<file path="src/rtl/pipe_stall_ctrl.sv">
// -----------------------------------------------------------------------------
// pipe_stall_ctrl
// Pipeline stall controller for the 5-stage MIPS32 core. It merges the ID-stage
// load-use request and the EX-stage requests into one per-stage stall vector.
// It also sequences multi-cycle EX operations (mult/div style) with a small FSM
// and a down-counter, and it aborts a running sequence on a synchronous flush.
//
// Optional feature: define STALL_WATCHDOG_EN to build a consecutive-stall
// watchdog. When the macro is not defined, wdog_o is tied low and no watchdog
// logic is built.
//
// Parameters
//   CNT_W       width of the multi-cycle length field and the internal counter
//   WDOG_LIMIT  consecutive stall cycles before the watchdog trips
//               (only used when STALL_WATCHDOG_EN is defined)
//
// Ports
//   clk            core clock, all state updates on the rising edge
//   rst            synchronous reset, active-high
//   stallreq_id_i  load-use stall request from ID
//   stallreq_ex_i  generic stall request from EX
//   mc_start_i     one-cycle pulse from EX that starts a multi-cycle op
//   mc_cycles_i    length N of the op, sampled only together with mc_start_i
//   flush_i        aborts the current sequence (exception / branch flush)
//   stall_o        stall vector: [0] pc, [1] if, [2] id, [3] ex, [4] mem, [5] wb
//   busy_o         FSM is in RUN
//   mc_done_o      one-cycle pulse: the multi-cycle result is valid in EX
//   wdog_o         watchdog tripped (sticky until rst)
// -----------------------------------------------------------------------------
module pipe_stall_ctrl #(
   parameter int CNT_W      = 6,
   parameter int WDOG_LIMIT = 64
) (
   input  logic             clk,
   input  logic             rst,
   input  logic             stallreq_id_i,
   input  logic             stallreq_ex_i,
   input  logic             mc_start_i,
   input  logic [CNT_W-1:0] mc_cycles_i,
   input  logic             flush_i,
   output logic [5:0]       stall_o,
   output logic             busy_o,
   output logic             mc_done_o,
   output logic             wdog_o
);

   typedef enum logic [1:0] {
      ST_IDLE = 2'b00,
      ST_RUN  = 2'b01,
      ST_DONE = 2'b10
   } state_t;

   localparam logic [5:0] STALL_NONE = 6'b000000;
   localparam logic [5:0] STALL_ID   = 6'b000111;  // freeze pc, if, id
   localparam logic [5:0] STALL_EX   = 6'b001111;  // freeze pc, if, id, ex

   state_t           state_r;
   state_t           state_nxt_s;
   logic [CNT_W-1:0] cnt_r;
   logic [CNT_W-1:0] cnt_nxt_s;
   logic [CNT_W-1:0] neff_m1_s;
   logic             start_acc_s;
   logic             ex_hold_s;
   logic [5:0]       stall_s;
   logic             wdog_s;

   // Effective length minus one: a zero-length request runs as a one-cycle op.
   always_comb begin
      neff_m1_s = {CNT_W{1'b0}};
      if (mc_cycles_i == {CNT_W{1'b0}}) begin
         neff_m1_s = {CNT_W{1'b0}};
      end else begin
         neff_m1_s = mc_cycles_i - {{(CNT_W-1){1'b0}}, 1'b1};
      end
   end

   // A start is only taken in IDLE or DONE; flush and a tripped watchdog drop it.
   always_comb begin
      start_acc_s = 1'b0;
      if (mc_start_i && !flush_i && !wdog_s &&
          ((state_r == ST_IDLE) || (state_r == ST_DONE))) begin
         start_acc_s = 1'b1;
      end else begin
         start_acc_s = 1'b0;
      end
   end

   // Next-state and next-count logic of the multi-cycle sequencer.
   always_comb begin
      state_nxt_s = state_r;
      cnt_nxt_s   = cnt_r;
      if (flush_i || wdog_s) begin
         state_nxt_s = ST_IDLE;
         cnt_nxt_s   = {CNT_W{1'b0}};
      end else begin
         case (state_r)
            ST_IDLE, ST_DONE: begin
               // DONE accepts a new start exactly like IDLE (back-to-back ops).
               if (start_acc_s) begin
                  cnt_nxt_s = neff_m1_s;
                  if (neff_m1_s == {CNT_W{1'b0}}) begin
                     state_nxt_s = ST_DONE;
                  end else begin
                     state_nxt_s = ST_RUN;
                  end
               end else begin
                  state_nxt_s = ST_IDLE;
                  cnt_nxt_s   = {CNT_W{1'b0}};
               end
            end
            ST_RUN: begin
               // "<= 1" rather than "== 1" so a corrupted zero count still exits.
               if (cnt_r <= {{(CNT_W-1){1'b0}}, 1'b1}) begin
                  state_nxt_s = ST_DONE;
                  cnt_nxt_s   = {CNT_W{1'b0}};
               end else begin
                  state_nxt_s = ST_RUN;
                  cnt_nxt_s   = cnt_r - {{(CNT_W-1){1'b0}}, 1'b1};
               end
            end
            default: begin
               state_nxt_s = ST_IDLE;
               cnt_nxt_s   = {CNT_W{1'b0}};
            end
         endcase
      end
   end

   // Sequencer state and counter registers.
   always_ff @(posedge clk) begin
      if (rst) begin
         state_r <= ST_IDLE;
         cnt_r   <= {CNT_W{1'b0}};
      end else begin
         state_r <= state_nxt_s;
         cnt_r   <= cnt_nxt_s;
      end
   end

   // The start cycle itself already holds EX, so EX is frozen for exactly Neff cycles.
   always_comb begin
      ex_hold_s = 1'b0;
      if (stallreq_ex_i || (state_r == ST_RUN) || start_acc_s) begin
         ex_hold_s = 1'b1;
      end else begin
         ex_hold_s = 1'b0;
      end
   end

   // Stall vector: reset, flush and a tripped watchdog release everything; EX beats ID.
   always_comb begin
      stall_s = STALL_NONE;
      if (rst || flush_i || wdog_s) begin
         stall_s = STALL_NONE;
      end else if (ex_hold_s) begin
         stall_s = STALL_EX;
      end else if (stallreq_id_i) begin
         stall_s = STALL_ID;
      end else begin
         stall_s = STALL_NONE;
      end
   end

`ifdef STALL_WATCHDOG_EN
   localparam int             WD_W   = CNT_W + 2;
   localparam logic [WD_W-1:0] WD_LIM = WD_W'(WDOG_LIMIT);

   logic [WD_W-1:0] wd_cnt_r;
   logic [WD_W-1:0] wd_inc_s;
   logic            wdog_r;

   assign wd_inc_s = wd_cnt_r + {{(WD_W-1){1'b0}}, 1'b1};

   // Consecutive-stall counter; trips the sticky flag on the edge that reaches the limit.
   always_ff @(posedge clk) begin
      if (rst) begin
         wd_cnt_r <= {WD_W{1'b0}};
         wdog_r   <= 1'b0;
      end else if (flush_i || (stall_s == STALL_NONE)) begin
         wd_cnt_r <= {WD_W{1'b0}};
      end else begin
         if (wd_cnt_r != {WD_W{1'b1}}) begin
            wd_cnt_r <= wd_inc_s;
         end
         if (wd_inc_s == WD_LIM) begin
            wdog_r <= 1'b1;
         end
      end
   end

   assign wdog_s = wdog_r;
`else
   logic wdog_unused_s;

   assign wdog_s        = 1'b0;
   assign wdog_unused_s = ^WDOG_LIMIT;
`endif

   assign stall_o   = stall_s;
   assign busy_o    = !rst && (state_r == ST_RUN);
   assign mc_done_o = !rst && (state_r == ST_DONE);
   assign wdog_o    = !rst && wdog_s;

endmodule

</file>
<file path="config.mk">
export PLATFORM = sky130hd
export DESIGN_NAME = pipe_stall_ctrl
export DESIGN_NICKNAME = d
export VERILOG_FILES = /design/src/rtl/pipe_stall_ctrl.sv
export SDC_FILE = /design/constraint.sdc
export NUM_CORES = 1
export LEC_CHECK = 0
export BUFFER_PORTS_ARGS = -buffer_cell sky130_fd_sc_hd__buf_4
export CORE_MARGIN = 8
export CORE_UTILIZATION = 49
export DETAILED_ROUTE_END_ITERATION = 8
export PLACE_DENSITY = 0.77
export SETUP_SLACK_MARGIN = 0.02
export SYNTH_ARGS = -nofsm -noshare
export SYNTH_HDL_FRONTEND = slang
export SYNTH_SLANG_ARGS = --single-unit
</file>
<file path="constraint.sdc">
create_clock -name clk -period 1.53 [get_ports clk]
set_input_delay 0.153 -clock clk [delete_from_list [all_inputs] [get_ports clk]]
set_output_delay 0.153 -clock clk [all_outputs]
set_load 0.02 [all_outputs]
</file>
Yosys cells after proc, flatten, opt, wreduce, memory -nomap -nowiden
Index checks and enable logic that the tools add are counted.
{"block": "totals", "regBits": 8, "in_bits": 12, "wordCells": 35}
{"block": "op_classes", "n_addsub": 2, "n_lt_le_gt_ge": 1, "eq_ne": 2, "muxes": 13, "reduce_logical": 15}
{"op": "$mux W6", "count": 3}
{"op": "$logic_not A6 Y1", "count": 2}
{"op": "$pmux W6 S2", "count": 1}
{"op": "$sub A6 B1 Y6 const B", "count": 2}
{"op": "$mux W4", "count": 2}
{"op": "$le A6 B1 Y1 const B", "count": 1}
{"op": "$mux W2", "count": 3}
{"op": "$logic_and A1 B1 Y1", "count": 4}
{"op": "$logic_or A1 B1 Y1", "count": 4}
{"op": "$pmux W2 S2", "count": 1}
{"op": "$reduce_or A2 Y1", "count": 2}
{"op": "$mux W3", "count": 1}
{"op": "$eq A2 B1 Y1 const B", "count": 1}
{"op": "$eq A2 B2 Y1 const B", "count": 1}
{"op": "$logic_not A1 Y1", "count": 2}
{"op": "$logic_not A2 Y1", "count": 1}
{"op": "$mux W1", "count": 2}

Depth between registers and ports, before layout
Gate-level depths: netlist (run 1).
{"block": "depth", "ltp_word": 8, "depth_mapped": 6, "depth_no_buf": 6}

Worst setup path after synthesis (run 1)
OpenSTA, ideal clock, no wires.
{"block": "synth_timing", "path_kind": "register to output", "from": "register state_r[0]", "to": "output port stall_o[1]", "arrival_time_ps": 1376, "path_slack_ps": 1, "path_stages_with_launch": 5, "cell_sequence": "dfxtp_1 -> and2b_1 -> o31a_1 -> a21o_1 -> buf_4"}
{"block": "synth_via", "elab_chain_cells": 8}
{"item": "start, declared", "line_no": "57", "text": "state_t state_r;"}
{"item": "start signal, assigned", "line_no": "135", "text": "state_r <= state_nxt_s;"}
{"item": "$eq A2 B2 Y1 or $logic_not A2 Y1 (tied branches)", "line_no": "81", "text": "((state_r == ST_IDLE) || (state_r == ST_DONE))) begin"}
{"item": "$logic_or A1 B1 Y1", "line_no": "81"}
{"item": "$logic_and A1 B1 Y1", "line_no": "80", "text": "if (mc_start_i && !flush_i && !wdog_s &&"}
{"item": "$mux W1", "line_no": "80"}
{"item": "$logic_or A1 B1 Y1 *", "line_no": "143", "text": "if (stallreq_ex_i || (state_r == ST_RUN) || start_acc_s) begin"}
{"item": "$mux W1 *", "line_no": "143"}
{"item": "$mux W4 *", "line_no": "155", "text": "end else if (ex_hold_s) begin"}
{"item": "$mux W4 *", "line_no": "153", "text": "if (rst || flush_i || wdog_s) begin"}
{"item": "end, declared", "line_no": "41", "text": "output logic [5:0] stall_o,"}
Mark *: on every way between the ends. The rest lies on a longest branch, timed or not.

Worst setup path after layout (run 1)
{"block": "layout_timing", "from": "register state_r[1]", "to": "output port stall_o[0]"}
Same word-level chain as after synthesis.

==> results of run 1 <==
per-stage QoR:
stage / cells / instance area, um^2 / util / setup slack, ps / hold WS, ps
6_report: 118 / 903 / 0.703 / -42.9 / 243
3_5_place_dp: 109 / 815 / 0.634 / 35.0 / 522
5_1_grt: 118 / 903 / 0.703 / -101 / 280
2_1_floorplan: 80 / 694 / - / 28.5 / 326
4_1_cts: 117 / 893 / 0.695 / -38.0 / 253
3_3_place_gp: 109 / 815 / 0.634 / 73.6 / 523
power by group:
part           internal [W]  switching, W  total [W]
logic             0.0000862     0.0000824   0.000169
clock network     0.0000893     0.0000655   0.000155
registers          0.000212    0.00000399   0.000216
per-layer routing:
layer | GRT usage | vias up | part of all wire
met1 | 0.111 | 281 | 0.37
li1 | - | 319 | -
met5 | 0 | - | 0
met2 | 0.223 | 20 | 0.52
met4 | 0.0252 | 0 | 0.0025
met3 | 0.0532 | 2 | 0.11
registers in the layout (all words and copies together), names as in the netlist:
| register | count |
|---|---|
| state_r | 2 |
| cnt_r | 6 |
Yosys cell counts, drive strengths merged, types with 2 or more instances:
| cell | number |
|---|---|
| ha | 4 |
| inv | 4 |
| nor3 | 5 |
| o31a | 2 |
| nor2 | 11 |
| nor3b | 3 |
| nand2b | 2 |
| xor2 | 2 |
| o22a | 4 |
| dfxtp | 8 |
| a21oi | 2 |
| nor2b | 2 |
| xnor2 | 4 |
| o21ai | 3 |
| a21boi | 2 |
| a21bo | 2 |
| buf | 5 |
| nand2 | 2 |
worst max path at each step:
stage                    from          to  slack, ps  depth (start not counted)
3_3_place_gp   mc_cycles_i[1]  state_r[0]         70                          7
5_1_grt            state_r[1]  stall_o[0]       -100                          4
6_report           state_r[1]  stall_o[0]        -40                          4
3_5_place_dp   mc_cycles_i[0]  state_r[0]         30                          7
4_1_cts            state_r[1]  stall_o[0]        -40                          4
2_1_floorplan      state_r[0]  stall_o[2]         30                          4
cell families after synthesis:
kind of cell,after synthesis
AO/OA/AOI/OAI,19
XOR/XNOR,6
adder cells (fa/ha/maj),4
buffers and inverters,9
flip-flops,8
other,1
AND/OR/NAND/NOR,31
final cells by class:
cell class	instances	area [um^2]	share of cell area
flip-flops and latches	8	165	0.183
repair buffers	25	203	0.224
clock buffers	3	22.5	0.0249
well taps	15	18.8	0.0208
multi-input cells	63	479	0.530
inverters	4	15.0	0.0166
what timing repair did:
item	in CTS	in global routing
hold endpoints to repair	0	0
pin swaps	1	1
cloned	0	0
buffers inserted	5	1
resized for setup	6	1
endpoints found under the setup margin	3	5
worst reg2reg max path: stages, from the launching register on:
cell,delay [ps]
dfxtp_1,350
inv_1,80
ha_2,200
nor2_1,80
o31ai_4,350
o22a_1,210
nor2_1,40
==> impl_results.md, run 1 <==
* Mapped Cells at 78
* Vias/cell at 5.27
* Main combinational cell family by area after synthesis: simple AND/OR/NAND/NOR gates
* Share of layout cells above drive strength 1 at 0.398
* PwrDens at 597 nW/um^2
* Largest net degree at the start of global routing at 10
* Setup Skew at 7.62 ps
* CTS max path bufs at 2
* Routed WL at 1590 um
* CTS Buf Count at 3
* WHS Endpoint: cnt_r[5]
* Slowest CP cell: dfxtp_2
* Clock Sinks at 8
* Design Power at 0.000540 W
* Initial antenna violation count at 0
* Depth of the most critical reg-to-reg path at 6
* Post-Synth XOR/XNOR Area at 0.0781
* Placer Congestion at 0.788
* Die Y at 53.1 um
* Port Buffers at 17
* Iter 0 DRT Violations at 14
* WL/cell at 13.5 um
* Die area at 2820 um^2
* Mux cell area share after synthesis at 0
* DP HPWL at 1200 um
* Tot GR Track Use at 0.117
* CTS tree: done
* Lkg Pwr at 0.395 nW
* R2R Setup Slk at 100 ps
* Vias in the first global route at 609
* Routed Antenna Nets at 0
* CP arrival at 1420 ps
* Most frequent cells in the layout: 21 x buf_4, 11 x nor2_1, 6 x dfxtp_1
* Final min period at 1570 ps
* Hold Crit Class: in -> reg
* Top-area cell type share of the netlist area at 0.238
* Max incr delay on CP at 320 ps
* First-pass detailed-route iteration total at 4
* Root Buffer: clkbuf_4
* Num rows at 13
* Failing checks: negative setup slack
* Status: finished with violations
* Cell family with most CP delay: compound AO/OA/AOI/OAI gates
* Crit path buf inv count at 1
* Chip width at 53.1 um
* Clk slew on worst S/H paths at 50 ps
* Worst Hold Depth at 4
* EDFF count, synth at 0
* Setup Viol. Count Final at 3
* Ys async rst share at 0
* Simple-gate share of the synthesized area at 0.283
* Crit start category: register
* Worst path cell trace: and2b_2, o31a_1, a21o_4, buf_6
* Register area share after synthesis at 0.238
* First-pass GRT wire length at 2500 um
* Core area at 1280 um^2
* Period utilisation layout at 1.03
* Grt total ovfl at 0
* Synthesized area at 673 um^2
* Final Hold Viols at 0
* Hold_buf cts at 0
* WS Path Type: reg -> out
* Unrepaired setup endpoints after global routing: yes
* Crit Path Max Fanout at 3
* Clock latency on the worst-skew pair at 250 ps
* Worst setup EP type: primary output
* IR drop worst, VDD at 0.421 mV
* Diodes inserted at 0
* Final-layout fill cell count at 116
* Leading area contributor after synthesis: dfxtp_1
* Initial Utilization at 0.524
* IO Pins at 21
* Max-slew violations at 0
* Main synth FF type: dfxtp_1
* Syn avg cell area at 8.63 um^2
* Via count at 622
* Fmax at 636 MHz
* Synth warn at 0
* Setup TNS at -126 ps
* Post-Synth Adder-Cell Area at 0.0743
* Max cap viols at 0
* Reg2Reg Capture Point: cnt_r[3]
* Layout area overhead at 34.2%
* Final setup margin at -42.9 ps
* #FFs+latches synth at 8
* Commonest non-fill, non-tap cell in the layout: buf_4
* Required @ worst endpoint at 1380 ps
* Cell variety after synth at 34
* Top cells by area in the synthesized netlist: dfxtp_1 24%, ha_1 7.4%, nor2_1 6.1%
* Worst reg2reg path startpoint: cnt_r[0]
* Fin nets at 121
* DRC viols at 0
* Compound-gate portion of the synthesized area at 0.243
* Htree depth at 1
* HP Start: flush_i
Power figures use the tool's default switching activity.
==> inputs of run 2 (changes only) <==
- CTS_BUF_LIST: default -> sky130_fd_sc_hd__clkbuf_16
==> run 2 against run 1 <==
  * First-iteration DRC count shrank 7.1%
  * Design area grew 5.3%
  * Highest routed layer unchanged
  * Via count grew 0.64%
  * Routed wire length shrank 1.4%
  * The run still ends with negative setup slack left
  * Critical path type unchanged
  * Core utilization grew 3.7 points
  * Sequential cell count is the same
  * Register-to-register slack is essentially flat
  * Critical endpoint unchanged
==> impl_results.md, run 2 (synthesis gave the netlist of run 1 again) <==
* Status: finished with violations
* Failing checks: negative setup slack
* Num rows at 13
* Layout area overhead at 41.3%
* Setup WS pre-CTS at 35.0 ps
* Core area at 1280 um^2
* WS Path Type: reg -> out
* Setup Skew at 1.41 ps
* Commonest non-fill, non-tap cell in the layout: buf_4
* CP arrival at 1390 ps
* Initial Utilization at 0.524
* Routed WL at 1570 um
* IO Pins at 21
* Crit path to: stall_o[0]
* Largest register FFs at 6
* Most frequent cells in the layout: 20 x buf_4, 10 x nor2_1, 6 x dfxtp_1
* Fin nets at 120
* Final Hold Viols at 0
* WL/cell at 13.4 um
* Clock Sinks at 8
* Worst setup EP type: primary output
* Port Buffers at 17
* Worst reg2reg path startpoint: cnt_r[2]
* Top flop regs: cnt_r x6, state_r x2
* Diodes inserted at 0
* Period utilisation layout at 1.01
* Worst Hold Depth at 4
* Max-slew violations at 0
* Depth of the most critical reg-to-reg path at 4
* Lkg Pwr at 0.412 nW
* Max cap viols at 0
* Unrepaired setup endpoints after global routing: yes
* Fmax at 647 MHz
* Crit path launch: state_r[1]
* Switching part of the total at 0.227
* R2R Setup Slk at 100 ps
* GR peak layer: met2
* Largest net degree at the start of global routing at 10
* Final min period at 1550 ps
* Chip width at 53.1 um
* IR drop worst, VDD at 0.814 mV
* Root Buffer: clkbuf_16
* DP HPWL at 1200 um
* Placer Congestion at 0.788
* Internal cell power at 0.000636 W
* Via count at 626
* Vias in the first global route at 618
* Reg2Reg Capture Point: cnt_r[3]
* First-pass GRT wire length at 2580 um
* Clock power frac at 0.531
* Met1 Use GR at 0.116
* CTS Buf Count at 3
* First-pass detailed-route iteration total at 4
* CTS tree: done
* Die area at 2820 um^2
* Iter 0 DRT Violations at 13
* Design Power at 0.000823 W
* Most flop-heavy register: cnt_r
* Crit start category: register
* Routed Antenna Nets at 0
* PwrDens at 865 nW/um^2
* Hold_buf cts at 0
* Htree depth at 1
* Clk slew on worst S/H paths at 40 ps
* Setup Viol. Count Final at 3
* Crit Path Max Fanout at 3
* Final setup margin at -15.5 ps
* GR Util met2 at 0.229
* CTS max path bufs at 2
* Initial antenna violation count at 0
* Die Y at 53.1 um
* Share of layout cells above drive strength 1 at 0.402
* Hold Crit Class: in -> reg
* Tot GR Track Use at 0.122
* DRC viols at 0
* Grt total ovfl at 0
* Logic pwr share at 0.205
* Vias/cell at 5.35
* Reg power frac at 0.264
* Clock latency on the worst-skew pair at 230 ps
* Required @ worst endpoint at 1380 ps
* Met3 Resource Use GR at 0.0532
* P_sw at 0.000187 W
## run 2: changes by cell type in the layout (fill, tap and decap cells not counted)
cell       before  now
clkbuf_4        3    0
clkbuf_16       0    3
buf_4          21   20
nor2_1         11   10
nor2_2          0    1
## run 2: per-stage QoR
step	area [um^2]	utilization	hold WS (ps)	std cells	setup TNS (ps)
6_report	951	0.740	266	117	-44.3
3_3_place_gp	815	0.634	523	109	0
4_1_cts	942	0.733	282	117	-19.7
5_1_grt	951	0.740	315	117	-169
3_5_place_dp	815	0.634	522	109	0
2_1_floorplan	694	-	326	80	0
## run 2: area by class of cell
type                    count  area (um^2)
clock buffers               3         75.1
inverters                   4         15.0
repair buffers             24          195
well taps                  15         18.8
fillers                    99          334
flip-flops and latches      8          165
multi-input cells          63          482
## run 2: critical path: stages (launching register included)
cell and delay (ps):
dfxtp_2 310, and2b_2 220, o31a_1 300, a21o_4 210, buf_6 130
## run 2: worst min path at each step
stage / slack (ps) / to / startpoint
finish: 270 / cnt_r[5] / flush_i
floorplan: 330 / cnt_r[0] / mc_cycles_i[0]
CTS: 280 / cnt_r[5] / flush_i
global route: 310 / cnt_r[5] / flush_i
global placement: 520 / cnt_r[5] / flush_i
detailed placement: 520 / cnt_r[5] / flush_i
## run 2: power groups by stage
stage,clock network (W),logic (W),registers [W]
global route,0.000458,0.000183,0.000217
CTS,0.000437,0.000167,0.000217
floorplan,0,0.000106,0.000222
finish,0.000437,0.000168,0.000217
global placement,0,0.000152,0.000222
detailed placement,0,0.000154,0.000223
## run 2: what timing repair did
action	in CTS	in global routing
pin swaps	1	2
endpoints found under the hold margin	0	0
setup buffers	5	0
gates resized for setup	5	3
setup endpoints to repair	3	8
## run 2: layer usage
| metal | up-vias | part of all wire |
|---|---|---|
| met5 | - | 0 |
| met4 | 0 | 0.0051 |
| met2 | 18 | 0.51 |
| met1 | 289 | 0.38 |
| met3 | 2 | 0.11 |
| li1 | 317 | - |
==> inputs of run 3 (changes only) <==
- SKIP_CTS_REPAIR_TIMING: default -> 1
- TNS_END_PERCENT: default -> 30
==> run 3 against run 2 <==
  * The flow still finishes with violations (negative setup slack)
  * Sequential cell count stayed put
  * First-iteration DRC count is 7.7% higher
  * Cell count is 1.7% lower
  * Clock skew is essentially flat
  * Worst hold slack worse by 0.72 ps
  * Sequential share of layout area up 0.28 points
  * Critical endpoint unchanged
==> impl_results.md, run 3 (synthesis gave the netlist of run 1 again) <==
* Status: finished with violations
* Failing checks: negative setup slack
* First-pass GRT wire length at 2420 um
* Grt total ovfl at 0
* Root Buffer: clkbuf_16
* Slowest CP cell: dfxtp_2
* CTS Buf Count at 3
* Commonest non-fill, non-tap cell in the layout: buf_4
* Top flop regs: cnt_r x6, state_r x2
* Diodes inserted at 0
* Largest net degree at the start of global routing at 10
* Die Y at 53.1 um
* Die area at 2820 um^2
* WS Path Type: reg -> out
* IO Pins at 21
* Chip width at 53.1 um
* Iter 0 DRT Violations at 14
* Setup TNS at -133 ps
* Htree depth at 1
* Core area at 1280 um^2
* Final setup margin at -45.1 ps
* Fin nets at 118
* Clk slew on worst S/H paths at 40 ps
* Share of layout cells above drive strength 1 at 0.390
* Final core occ at 0.728
* Via count at 613
* IR drop worst, VDD at 0.816 mV
* PwrDens at 876 nW/um^2
* Max incr delay on CP at 320 ps
* First-pass detailed-route iteration total at 4
* Crit Path Max Fanout at 3
* Placer Congestion at 0.788
* Port Buffers at 17
* Lkg Pwr at 0.401 nW
* Most flop-heavy register: cnt_r
* Vias/cell at 5.33
* CTS tree: done
* WL/cell at 13.5 um
* Hold Crit Class: in -> reg
* DRC viols at 0
* Clock latency on the worst-skew pair at 230 ps
* Most frequent cells in the layout: 18 x buf_4, 10 x nor2_1, 6 x dfxtp_1
* Crit path buf inv count at 1
* Final min period at 1580 ps
* Required @ worst endpoint at 1380 ps
* Setup Viol. Count Final at 3
* Worst path cell trace: and2b_2, o31a_1, a21o_4, buf_6
* Vias in the first global route at 573
* Layout area overhead at 39.0%
* CP arrival at 1420 ps
* Initial antenna violation count at 0
* Initial Utilization at 0.524
* Num rows at 13
* DP HPWL at 1200 um
* Crit start category: register
* Tot GR Track Use at 0.114
* Worst setup EP type: primary output
* Fmax at 635 MHz
* Routed WL at 1550 um
* Setup Skew at 0.981 ps
* Clock Sinks at 8
* Cell family with most CP delay: compound AO/OA/AOI/OAI gates
* Max-slew violations at 0
* Period utilisation layout at 1.03
* Unrepaired setup endpoints after global routing: yes
* Routed Antenna Nets at 0
* Final Hold Viols at 0
* CTS max path bufs at 2
* Max cap viols at 0
* Largest register FFs at 6
* Final-layout fill cell count at 102
[run 3: cell count changes in the layout (fill, tap and decap cells not counted), sizes merged]
cell  previous run  this run
buf             24        22
[run 3: layout make-up]
class / instances / area (um^2) / share of cell area
Timing Repair Buffer: 22 / 180 / 0.193
Multi-Input combinational cell: 63 / 482 / 0.515
Sequential cell: 8 / 165 / 0.176
Inverter: 4 / 15.0 / 0.0160
Tap cell: 15 / 18.8 / 0.0201
Clock buffer: 3 / 75.1 / 0.0802
[run 3: worst register-to-register path, delay by kind of cell (launching register included)]
family | cells | cell delay [ps]
flip-flops | 1 | 340
AND/OR/NAND/NOR | 2 | 450
AO/OA/AOI/OAI | 2 | 530
[run 3: worst paths after layout]
kind	start	cells after the start	end	slack, ps
setup / recovery	state_r[1]	4	stall_o[0]	-50
hold / removal	flush_i	4	cnt_r[5]	270
setup reg to reg	cnt_r[2]	4	cnt_r[3]	90
hold reg to reg	cnt_r[4]	3	cnt_r[4]	580
[run 3: through the flow]
step | hold WS, ps | power [W] | setup slack (ps) | std cells | cell area (um^2)
finish | 266 | 0.000820 | -45.1 | 115 | 936
detailed placement | 522 | 0.000376 | 35.0 | 109 | 815
floorplan | 326 | 0.000328 | 28.5 | 80 | 694
global placement | 523 | 0.000374 | 73.6 | 109 | 815
global route | 316 | 0.000854 | -78.6 | 115 | 936
CTS | 282 | 0.000811 | -111 | 112 | 890
[run 3: per-layer routing]
metal,part of all wire,vias up,global-route usage
met5,0,-,0
met4,0.0052,0,0.0378
met3,0.11,2,0.0588
met2,0.52,18,0.199
met1,0.37,281,0.114
li1,-,312,-
[run 3: report_power, final]
part	leakage, nW	internal [W]	switching, W
combinational	0.298	0.0000849	0.0000816
sequential	0.0660	0.000213	0.00000450
clock	0.0370	0.000337	0.0000994
total	0.401	0.000635	0.000185
